==> src/rtl/md_ctrl.sv <==
// Issue/hazard controller between the E stage and the multiply/divide unit:
// drives md controls, stalls while md is busy, stretches reset, watchdogs md.
module md_ctrl #(
  parameter int MUL_LAT   = 6,
  parameter int DIV_LAT   = 11,
  parameter int TO_MARGIN = 4,
  parameter int RST_HOLD  = 2,
  parameter int CNT_W     = 8
) (
  input  logic        Clk,
  input  logic        Rst,
  input  logic        E_MdStart,
  input  logic [1:0]  E_MdOp,
  input  logic        E_Madd,
  input  logic        E_MtReq,
  input  logic        E_MfReq,
  input  logic        E_HiLo,
  input  logic [31:0] E_D2,
  input  logic        Flush,
  input  logic        Md_Busy,
  output logic        Md_Rst,
  output logic        Md_Start,
  output logic [1:0]  Md_Op,
  output logic        Md_isMADDE,
  output logic        Md_We,
  output logic        Md_HiLo,
  output logic        Stall,
  output logic        DivZero,
  output logic        Err,
  output logic [31:0] StallCnt
);

  typedef enum logic [1:0] {RSTW = 2'd0, IDLE = 2'd1, RUN = 2'd2} state_t;

  localparam int HOLD_W = (RST_HOLD > 1) ? $clog2(RST_HOLD) : 1;
  localparam logic [HOLD_W-1:0] HOLD_LAST = HOLD_W'(RST_HOLD - 1);
  localparam logic [HOLD_W-1:0] HOLD_ONE  = HOLD_W'(1);
  localparam logic [CNT_W-1:0]  CNT_ONE   = CNT_W'(1);
  // Timeout limits fold the margin in so RUN compares against one register.
  localparam logic [CNT_W-1:0]  MUL_LIM   = CNT_W'(MUL_LAT + TO_MARGIN);
  localparam logic [CNT_W-1:0]  DIV_LIM   = CNT_W'(DIV_LAT + TO_MARGIN);

  state_t              r_state, w_state_nxt;
  logic [HOLD_W-1:0]   r_hold, w_hold_nxt;
  logic [CNT_W-1:0]    r_cnt, w_cnt_nxt;
  logic [CNT_W-1:0]    r_lim, w_lim_nxt;
  logic [CNT_W-1:0]    w_cnt_inc;
  logic                r_divzero;
  logic                r_err;
  logic [31:0]         r_stallcnt;
  logic                w_md_class;
  logic                w_in_rstw;
  logic                w_issue;
  logic                w_mt;
  logic                w_err_set;
  logic                w_stall;

  assign w_md_class = E_MdStart | E_MtReq | E_MfReq;
  assign w_in_rstw  = (r_state == RSTW);
  assign w_issue    = E_MdStart & ~Flush & ~Md_Busy & ~w_in_rstw;
  // Start wins over a (decode-illegal) simultaneous move-to.
  assign w_mt       = E_MtReq & ~E_MdStart & ~Flush & ~Md_Busy & ~w_in_rstw;
  assign w_stall    = w_md_class & ~Flush & (w_in_rstw | Md_Busy);
  assign w_cnt_inc  = r_cnt + CNT_ONE;

  assign Md_Rst     = w_in_rstw;
  assign Md_Start   = w_issue;
  assign Md_We      = w_mt;
  assign Md_Op      = E_MdOp;
  assign Md_isMADDE = E_Madd;
  assign Md_HiLo    = E_HiLo;
  assign Stall      = w_stall;
  assign DivZero    = r_divzero;
  assign Err        = r_err;
  assign StallCnt   = r_stallcnt;

  always_comb begin
    w_state_nxt = r_state;
    w_hold_nxt  = r_hold;
    w_cnt_nxt   = r_cnt;
    w_lim_nxt   = r_lim;
    w_err_set   = 1'b0;
    case (r_state)
      RSTW: begin
        if (r_hold == HOLD_LAST) begin
          w_state_nxt = IDLE;
        end else begin
          w_hold_nxt = r_hold + HOLD_ONE;
        end
      end
      IDLE: ;
      RUN: begin
        w_cnt_nxt = w_cnt_inc;
        if (!Md_Busy) begin
          w_state_nxt = IDLE;
        end else if (w_cnt_inc == r_lim) begin
          w_err_set   = 1'b1;
          w_state_nxt = IDLE;
        end
      end
      default: w_state_nxt = RSTW;
    endcase
    // A new issue overrides whatever RUN decided on its last Busy-low cycle.
    if (w_issue) begin
      w_state_nxt = RUN;
      w_cnt_nxt   = '0;
      w_lim_nxt   = E_MdOp[1] ? DIV_LIM : MUL_LIM;
    end
  end

  always_ff @(posedge Clk or negedge Rst) begin
    if (!Rst) begin
      r_state    <= RSTW;
      r_hold     <= '0;
      r_cnt      <= '0;
      r_lim      <= '0;
      r_divzero  <= 1'b0;
      r_err      <= 1'b0;
      r_stallcnt <= '0;
    end else begin
      r_state <= w_state_nxt;
      r_hold  <= w_hold_nxt;
      r_cnt   <= w_cnt_nxt;
      r_lim   <= w_lim_nxt;
      if (w_issue) begin
        r_divzero <= E_MdOp[1] & (E_D2 == 32'd0);
      end
      if (w_err_set) begin
        r_err <= 1'b1;
      end
      if (w_stall && (r_stallcnt != 32'hFFFF_FFFF)) begin
        r_stallcnt <= r_stallcnt + 32'd1;
      end
    end
  end

endmodule

==> config.mk <==
export PLATFORM = sky130hd
export DESIGN_NAME = md_ctrl
export DESIGN_NICKNAME = d
export VERILOG_FILES = /design/src/rtl/md_ctrl.sv
export SDC_FILE = /design/constraint.sdc
export NUM_CORES = 1
export LEC_CHECK = 0
export ABC_CLOCK_PERIOD_IN_PS = 2900
export BUFFER_PORTS_ARGS = -buffer_cell sky130_fd_sc_hd__buf_2
export CORE_MARGIN = 2
export CORE_UTILIZATION = 51
export CTS_CLUSTER_DIAMETER = 50
export DETAILED_ROUTE_END_ITERATION = 10
export PLACE_DENSITY_LB_ADDON = 0.2
export SYNTH_ARGS = -nofsm -noshare
export SYNTH_HDL_FRONTEND = slang
export SYNTH_SLANG_ARGS = --single-unit
==> constraint.sdc <==
create_clock -name Clk -period 2.9 [get_ports Clk]
set_input_delay 0.435 -clock Clk [delete_from_list [all_inputs] [get_ports Clk]]
set_output_delay 0.435 -clock Clk [all_outputs]
set_load 0.01 [all_outputs]
# --- After elaboration in Yosys (flattened, before gate mapping) ---
# Index checks and enable logic that the tools add are counted.
classes:
  add_sub_neg: 3
  n_eq_ne: 7
  mux: 12
  bitwise: 17
  n_reduce_logical: 5
ops:
  columns: ["operator", "n"]
  rows:
  - ["$add A32 B1 Y32 const B", 1]
  - ["$logic_not A32 Y1", 1]
  - ["$ne A32 B32 Y1 const B", 1]
  - ["$mux W8", 2]
  - ["$and A1 B1 Y1", 10]
  - ["$add A8 B1 Y8 const B", 1]
  - ["$eq A8 B8 Y1", 1]
  - ["$mux W2", 4]
  - ["$pmux W2 S3", 1]
  - ["$mux W1", 4]
  - ["$ne A4 B4 Y1 const B", 1]
  - ["$not A1 Y1", 4]
  - ["$mux W3", 1]
  - ["$ne A3 B3 Y1 const B", 1]
  - ["$or A1 B1 Y1", 3]
  - ["$reduce_and A3 Y1", 1]
  - ["$eq A2 B1 Y1 const B", 1]
  - ["$eq A2 B2 Y1 const B", 1]
  - ["$logic_not A2 Y1", 1]
  - ["$ne A2 B2 Y1 const B", 1]
  - ["$reduce_bool A2 Y1", 1]
  - ["$add A1 B1 Y1 const B", 1]
  - ["$logic_and A1 B1 Y1", 1]
word_totals:
  regBits: 53
  inputBits: 43
  output_inout_bits: 42
  word_cells: 51

# --- Depth between registers and ports, before layout ---
# Gate-level depths: netlist (run 1).
logic_depth:
  ltp_word: 6
  mapped_depth: 7
  ltp_nobuf: 6

# --- Worst setup path before layout (run 1) ---
# Ideal clock, no wire load.
synth_timing:
  kind: "flip-flop to flip-flop"
  startpoint: "register r_state[1]"
  endpoint: "register r_stallcnt[31] (netlist: StallCnt[31])"
  setup_time_ps: 128
  arrival_ps: 2088
  required_time_ps: 2772
  path_slack_ps: 684
  path_stages_with_launch: 8
  path_buffers: 2
  synth_period_minus_slack_ps: 2216
  cell_sequence: "dfrtp_1 -> o21ba_1 -> or3_1 -> buf_6 -> or3_4 -> buf_6 -> nor4_4 -> mux2_1"
synth_between:
  elab_chain_len: 4
synth_rtl:
  columns: ["item", "line_no", "source"]
  rows:
  - ["start: declaration", "43", "state_t r_state, w_state_nxt;"]
  - ["start signal: assignment", "121", "r_state <= w_state_nxt;"]
  - ["$logic_not A2 Y1", "59", "assign w_in_rstw = (r_state == RSTW);"]
  - ["$or A1 B1 Y1", "63", "assign w_stall = w_md_class & ~Flush & (w_in_rstw | Md_Busy);"]
  - ["$and A1 B1 Y1", "63", null]
  - ["$logic_and A1 B1 Y1", "131", "if (w_stall && (r_stallcnt != 32'hFFFF_FFFF)) begin"]
  - ["end signal: assignment", "132", "r_stallcnt <= r_stallcnt + 32'd1;"]
  - ["end: declaration", "50", "logic [31:0] r_stallcnt;"]
# Every way passes these cells.
# A chain may end at the register's enable or synchronous reset.

# --- Worst setup path in the final report (run 1) ---
layout_timing:
  startpoint: "register r_state[0]"
  endpoint: "output Stall"
layout_between:
  elab_chain_len: 3
layout_rtl:
  columns: ["item", "line_no", "source"]
  rows:
  - ["$logic_not A2 Y1", "59", null]
  - ["$or A1 B1 Y1", "63", null]
  - ["$and A1 B1 Y1", "63", null]
  - ["end: declaration", "27", "output logic Stall,"]
# Every way passes these cells.

==> impl_metrics.tcl, run 1 <==
set metrics [dict create \
    cts_max_path_buffers 2 \
    wl_per_cell_um 13.6 \
    postRouteAntennaNets 0 \
    synth.avg_cell_area_um2 9.74 \
    fill_cells 438 \
    path_max_fanout 8 \
    clock_latency_ns 0.30 \
    multi_input_area_um2 1300 \
    avgViaCountPerCell 5.51 \
    clk_pin_slew_ns 0.08 \
    first_pass_iters 4 \
    wl_um 5550 \
    start_util 0.539 \
    p_int_uw 1010 \
    path_cells "o21ba_1 > or3_1 > inv_1 > buf_2" \
    setup_violations 0 \
    gp_congestion 0.843 \
    crit_type "reg -> out" \
    power.share.switching 0.298 \
    fp.dieH_um 75.1 \
    syn_inst 265 \
    cpMaxStageDelayCell "or3_1" \
    slew_headroom 0.323 \
    final_nets 385 \
    crit_required_ns 2.47 \
    holdWs_ns 0.306 \
    cp-start-kind "flip-flop" \
    cts.sink_count 47 \
    cts_tree "done" \
    finalHoldViolations 0 \
    diodes 0 \
    clockPowerShare 0.264 \
    dpl_cell_area_um2 3000 \
    layout_commonest_cell "buf_2" \
    path_delay_family "simple AND/OR/NAND/NOR gates" \
    finClkSkew_ns 0.0108 \
    synth_nets 310 \
    powerDensity_nw_per_um2 467 \
    ctsRootBufferMaster "clkbuf_8" \
    rsz0062_at_grt "no" \
    layout-drive-gt1-share 0.287 \
    ys_ff_latch 47 \
    fmax_mhz 432 \
    cts_setup_buffers 0 \
    hold_buffers 0 \
    yosys_warnings 0 \
    power.leakage_uw 0.00146 \
    drt-initial-drc-count 145 \
    port_buffers 78 \
    arrival_ns 1.88 \
    pin_count 85 \
    grt_start_max_net_pins 48 \
    fin_crit_sh 0.798 \
    die-area_um2 5640 \
    yosys_most_used_dff "dfrtp_1" \
    cpPeakStageDelay_ns 0.49 \
    worstMarginPinSlew_ns 1.02 \
    min_period_ns 2.31 \
    finalPower_uw 1440 \
    vdd_drop_max_mv 0.266 \
    core_region_area_um2 4790 \
    power.switching_uw 428 \
    grt_pass1_wl_um 8870 \
    grt.total_usage 0.200 \
    h-tree-depth 2 \
    ctsResizeCount 0 \
    synth-edff-count 0 \
    hpwlAfterDp_um 4130 \
    layout_common_cells "buf_2 (78), dfrtp_1 (47), nor2_1 (25)" \
    num_vias 2250 \
    cap_violations 0 \
    dieWidth_um 75.1 \
    regArea_um2 1180 \
    hp-class "in -> async" \
    cp-end-kind "primary output" \
    tns_ns 0 \
    pre_cts_slack_ns 0.494 \
    drcViolationCount 0 \
    ys_seq_area_frac 0.456 \
    rows 25 \
    grt_pass1_vias 1975 \
    status "finished clean" \
    ys_async_sr_fraction 1.00 \
    cts_made_buffers 5 \
    areaGrowthSynthToFinish_pct 19.4 \
    final-max-slew-violation-count 0 \
    critPathBufInv 2 \
    p_comb_frac 0.184 \
    synthDistinctLibCells 49 \
    grt_overflow 0 \
    antenna_found_initial 0 \
    synth.cell_area_um2 2580 \
    fin_area_um2 3080 \
    setup_ws_ns 0.587 \
    seqPwrFrac 0.552 \
]
[through the flow]
step / utilization / instances
2_1_floorplan: - / 265
3_3_place_gp: 0.627 / 400
3_5_place_dp: 0.627 / 400
4_1_cts: 0.644 / 408
5_1_grt: 0.644 / 408
6_report: 0.644 / 408
[flip-flops by register name, indices dropped and copies added (netlist names)]
name and count:
DivZero 1, Err 1, StallCnt 32, r_cnt 8
r_hold 1, r_lim 2, r_state 2
[path summary, 6_finish.rpt]
kind	start	endpoint	slack, ns	cells past startpoint
max	r_state[0]	Stall	0.59	4
min	Rst	StallCnt[10]	0.31	1
max reg2reg	r_state[0]	StallCnt[31]	0.61	5
min reg2reg	Err	Err	0.48	1
max in group asynchronous	Rst	r_cnt[1]	1.97	1
min in group Clk	E_MdOp[1]	r_lim[2]	0.35	3
[cells by family (layout without fill, tap and decap cells)]
kind of cell	Yosys count	count (layout)	synth area share
simple gates	135	135	0.297
flops	47	47	0.456
xor+xnor	37	37	0.126
fa+ha+maj	2	2	0.00970
mux	4	4	0.0165
compound gates	20	20	0.0538
buf+inv	20	96	0.0412
[Yosys cell counts (all sizes together) (6+ instances only)]
| library cell | count | area (um2) |
|---|---|---|
| nor4 | 12 | 96.3 |
| dfrtp | 47 | 1180 |
| nand3 | 16 | 80.1 |
| nand4 | 19 | 119 |
| nor2 | 25 | 93.8 |
| xnor2 | 21 | 184 |
| xor2 | 16 | 140 |
| inv | 6 | 22.5 |
| nor3 | 12 | 60.1 |
| nand2 | 22 | 82.6 |
| buf | 8 | 61.3 |
| clkbuf | 6 | 22.5 |
[cell type report]
cell class              count  share of cell area
well taps                  67              0.0272
repair buffers             82               0.136
clock buffers               7              0.0248
multi-input cells         198               0.421
flip-flops and latches     47               0.382
inverters                   6             0.00731
clock inverters             1             0.00162
[power groups by stage]
| stage | clock [uW] | sequential (uW) | combinational, uW |
|---|---|---|---|
| floorplan | 0 | 806 | 145 |
| global placement | 0 | 802 | 260 |
| detailed placement | 0 | 805 | 268 |
| CTS | 391 | 793 | 270 |
| global route | 415 | 804 | 295 |
| finish | 380 | 794 | 264 |
[worst reg2reg max path, stage by stage, from the launching register on]
cell	delay (ns)
dfrtp_1	0.44
o21ba_1	0.20
or3_1	0.49
or3_4	0.49
nor4_4	0.23
mux2_1	0.34
[routing by layer]
layer | track usage | wire, um | share of wire | up-vias
met2 | 0.342 | 2780 | 0.50 | 70
met3 | 0.0281 | 292 | 0.053 | 5
met4 | 0.0437 | 44 | 0.0079 | 0
li1 | - | - | - | 1097
met5 | 0 | 0 | 0 | -
met1 | 0.270 | 2430 | 0.44 | 1078
(Power assumes the default switching activity.)
==> run 2: changes to the inputs <==
--- a/config.mk
+++ b/config.mk
@@ -5,7 +5,7 @@
 export SDC_FILE = /design/constraint.sdc
 export NUM_CORES = 1
 export LEC_CHECK = 0
-export ABC_CLOCK_PERIOD_IN_PS = 2900
+export ABC_CLOCK_PERIOD_IN_PS = 2200
 export BUFFER_PORTS_ARGS = -buffer_cell sky130_fd_sc_hd__buf_2
 export CORE_MARGIN = 2
 export CORE_UTILIZATION = 51
==> constraint.sdc (replaced) <==
create_clock -name Clk -period 2.2 [get_ports Clk]
set_input_delay 0.33 -clock Clk [delete_from_list [all_inputs] [get_ports Clk]]
set_output_delay 0.33 -clock Clk [all_outputs]
set_load 0.01 [all_outputs]
==> run 2 against run 1 <==
Compared with the run above:
- worst hold slack worse by 0.20 ns
- first-iteration DRC count decreased by 23%
- sequential power increased by 30%
- sequential share of layout area decreased by 1.2 points
- global-route usage is 0.92 points higher
- count of clock-buffer cells in the layout decreased by 1
- routed wire length is 0.49% lower
- critical endpoint unchanged
==> impl_metrics.tcl, run 2 (synthesis results as in run 1) <==
set metrics [dict create \
    wl_um 5520 \
    avgViaCountPerCell 5.47 \
    core_region_area_um2 4790 \
    clk_pin_slew_ns 0.08 \
    cts_made_buffers 5 \
    final_nets 397 \
    status "finished clean" \
    hp-class "in -> async" \
    wl_per_cell_um 13.2 \
    hpwlAfterDp_um 4310 \
    largest_reg_flops 32 \
    die-area_um2 5640 \
    first_pass_iters 4 \
    grt_overflow 0 \
    worstReg2RegStart "r_state[1]" \
    fin_cells 419 \
    dp_cells 412 \
    powerDensity_nw_per_um2 608 \
    power.leakage_uw 0.00151 \
    critPathBufInv 3 \
    fill_cells 419 \
    path_max_fanout 7 \
    fmax_mhz 478 \
    cts.sink_count 47 \
    crit_type "reg -> out" \
    holdWs_ns 0.105 \
    rows 25 \
    slew_headroom 0.614 \
    cp-startpoint "r_state[1]" \
    fin_crit_sh 0.951 \
    cp-start-kind "flip-flop" \
    port_buffers 78 \
    start_util 0.539 \
    pre_cts_slack_ns 0.107 \
    layout_common_cells "buf_2 (78), dfrtp_1 (47), nor2_1 (25)" \
    diodes 0 \
    arrival_ns 1.76 \
    min_period_ns 2.09 \
    h-tree-depth 2 \
    num_vias 2293 \
    cp-end-kind "primary output" \
    vdd_drop_max_mv 0.338 \
    finClkSkew_ns 0.00468 \
    cts_max_path_buffers 2 \
    setup_ws_ns 0.108 \
    postRouteAntennaNets 0 \
    path_cells "o21ba_1 > or3_1 > buf_4 > clkinvlp_4 > buf_2" \
    tns_ns 0 \
    finalHoldViolations 0 \
    layout_commonest_cell "buf_2" \
    final_util 0.665 \
    setup_violations 0 \
    cap_violations 0 \
    rsz0062_at_grt "no" \
    path_delay_family "buffers and inverters" \
    grt_pass1_wl_um 9270 \
    pin_count 85 \
    final-max-slew-violation-count 0 \
    grt.total_usage 0.209 \
    dieWidth_um 75.1 \
    antenna_found_initial 0 \
    cpPeakStageDelay_ns 0.43 \
    crit_required_ns 1.87 \
    grt_start_max_net_pins 48 \
    cts_setup_buffers 0 \
    gp_congestion 0.789 \
    worstMarginPinSlew_ns 0.579 \
    drcViolationCount 0 \
    grt_pass1_vias 2071 \
    cts_tree "done" \
    clock_latency_ns 0.30 \
    layout-drive-gt1-share 0.318 \
    ctsRootBufferMaster "clkbuf_8" \
    areaGrowthSynthToFinish_pct 23.3 \
    fp.dieH_um 75.1 \
    cpMaxStageDelayCell "dfrtp_1" \
    drt-initial-drc-count 112 \
]
run 2: area by class of cell:
cell class	count	area (um2)	share of cell area
clock inverter	1	5.00	0.00157
inverter	6	26.3	0.00826
multi-input combinational	198	1300	0.408
sequential	47	1180	0.370
clock buffer	6	82.6	0.0260
tap	67	83.8	0.0263
timing repair buffer	94	510	0.160
run 2: worst register-to-register path, cell delays in order (launching register included):
cell and delay [ns]:
dfrtp_1 0.43, o21ba_1 0.19, or3_1 0.38, or3_4 0.46, nor4_4 0.16, mux2_1 0.34
run 2: metrics by stage:
step	total power (uW)	instance area, um2
final	1930	3180
after global routing	2040	3180
after CTS	1960	3180
after detailed placement	1430	3090
after global placement	1420	3090
after floorplan	1250	2580
run 2: repair_timing:
item,CTS,global route
setup endpoints to repair,0,1
gates resized for setup,0,1
hold buffers,0,0
run 2: worst paths after layout:
check                           cells past startpoint  slack, ns      endpoint
worst max register to register                      5       0.13  StallCnt[31]
worst min-delay path                                2       0.11  StallCnt[10]
worst min register to register                      1       0.47           Err
max in group asynchronous                           2       1.70   StallCnt[8]
worst max-delay path                                5       0.11         Stall
min in group Clk                                    3       0.26      r_lim[2]
run 2: layer usage:
layer  track usage  wire (um)
met4        0.0694         78
met2         0.358       2820
met3        0.0348        276
met1         0.269       2350
met5             0          0
run 2: power breakdown:
part	internal, uW	switching (uW)	total [uW]
logic	184	195	380
clock network	247	274	520
registers	938	95.4	1030
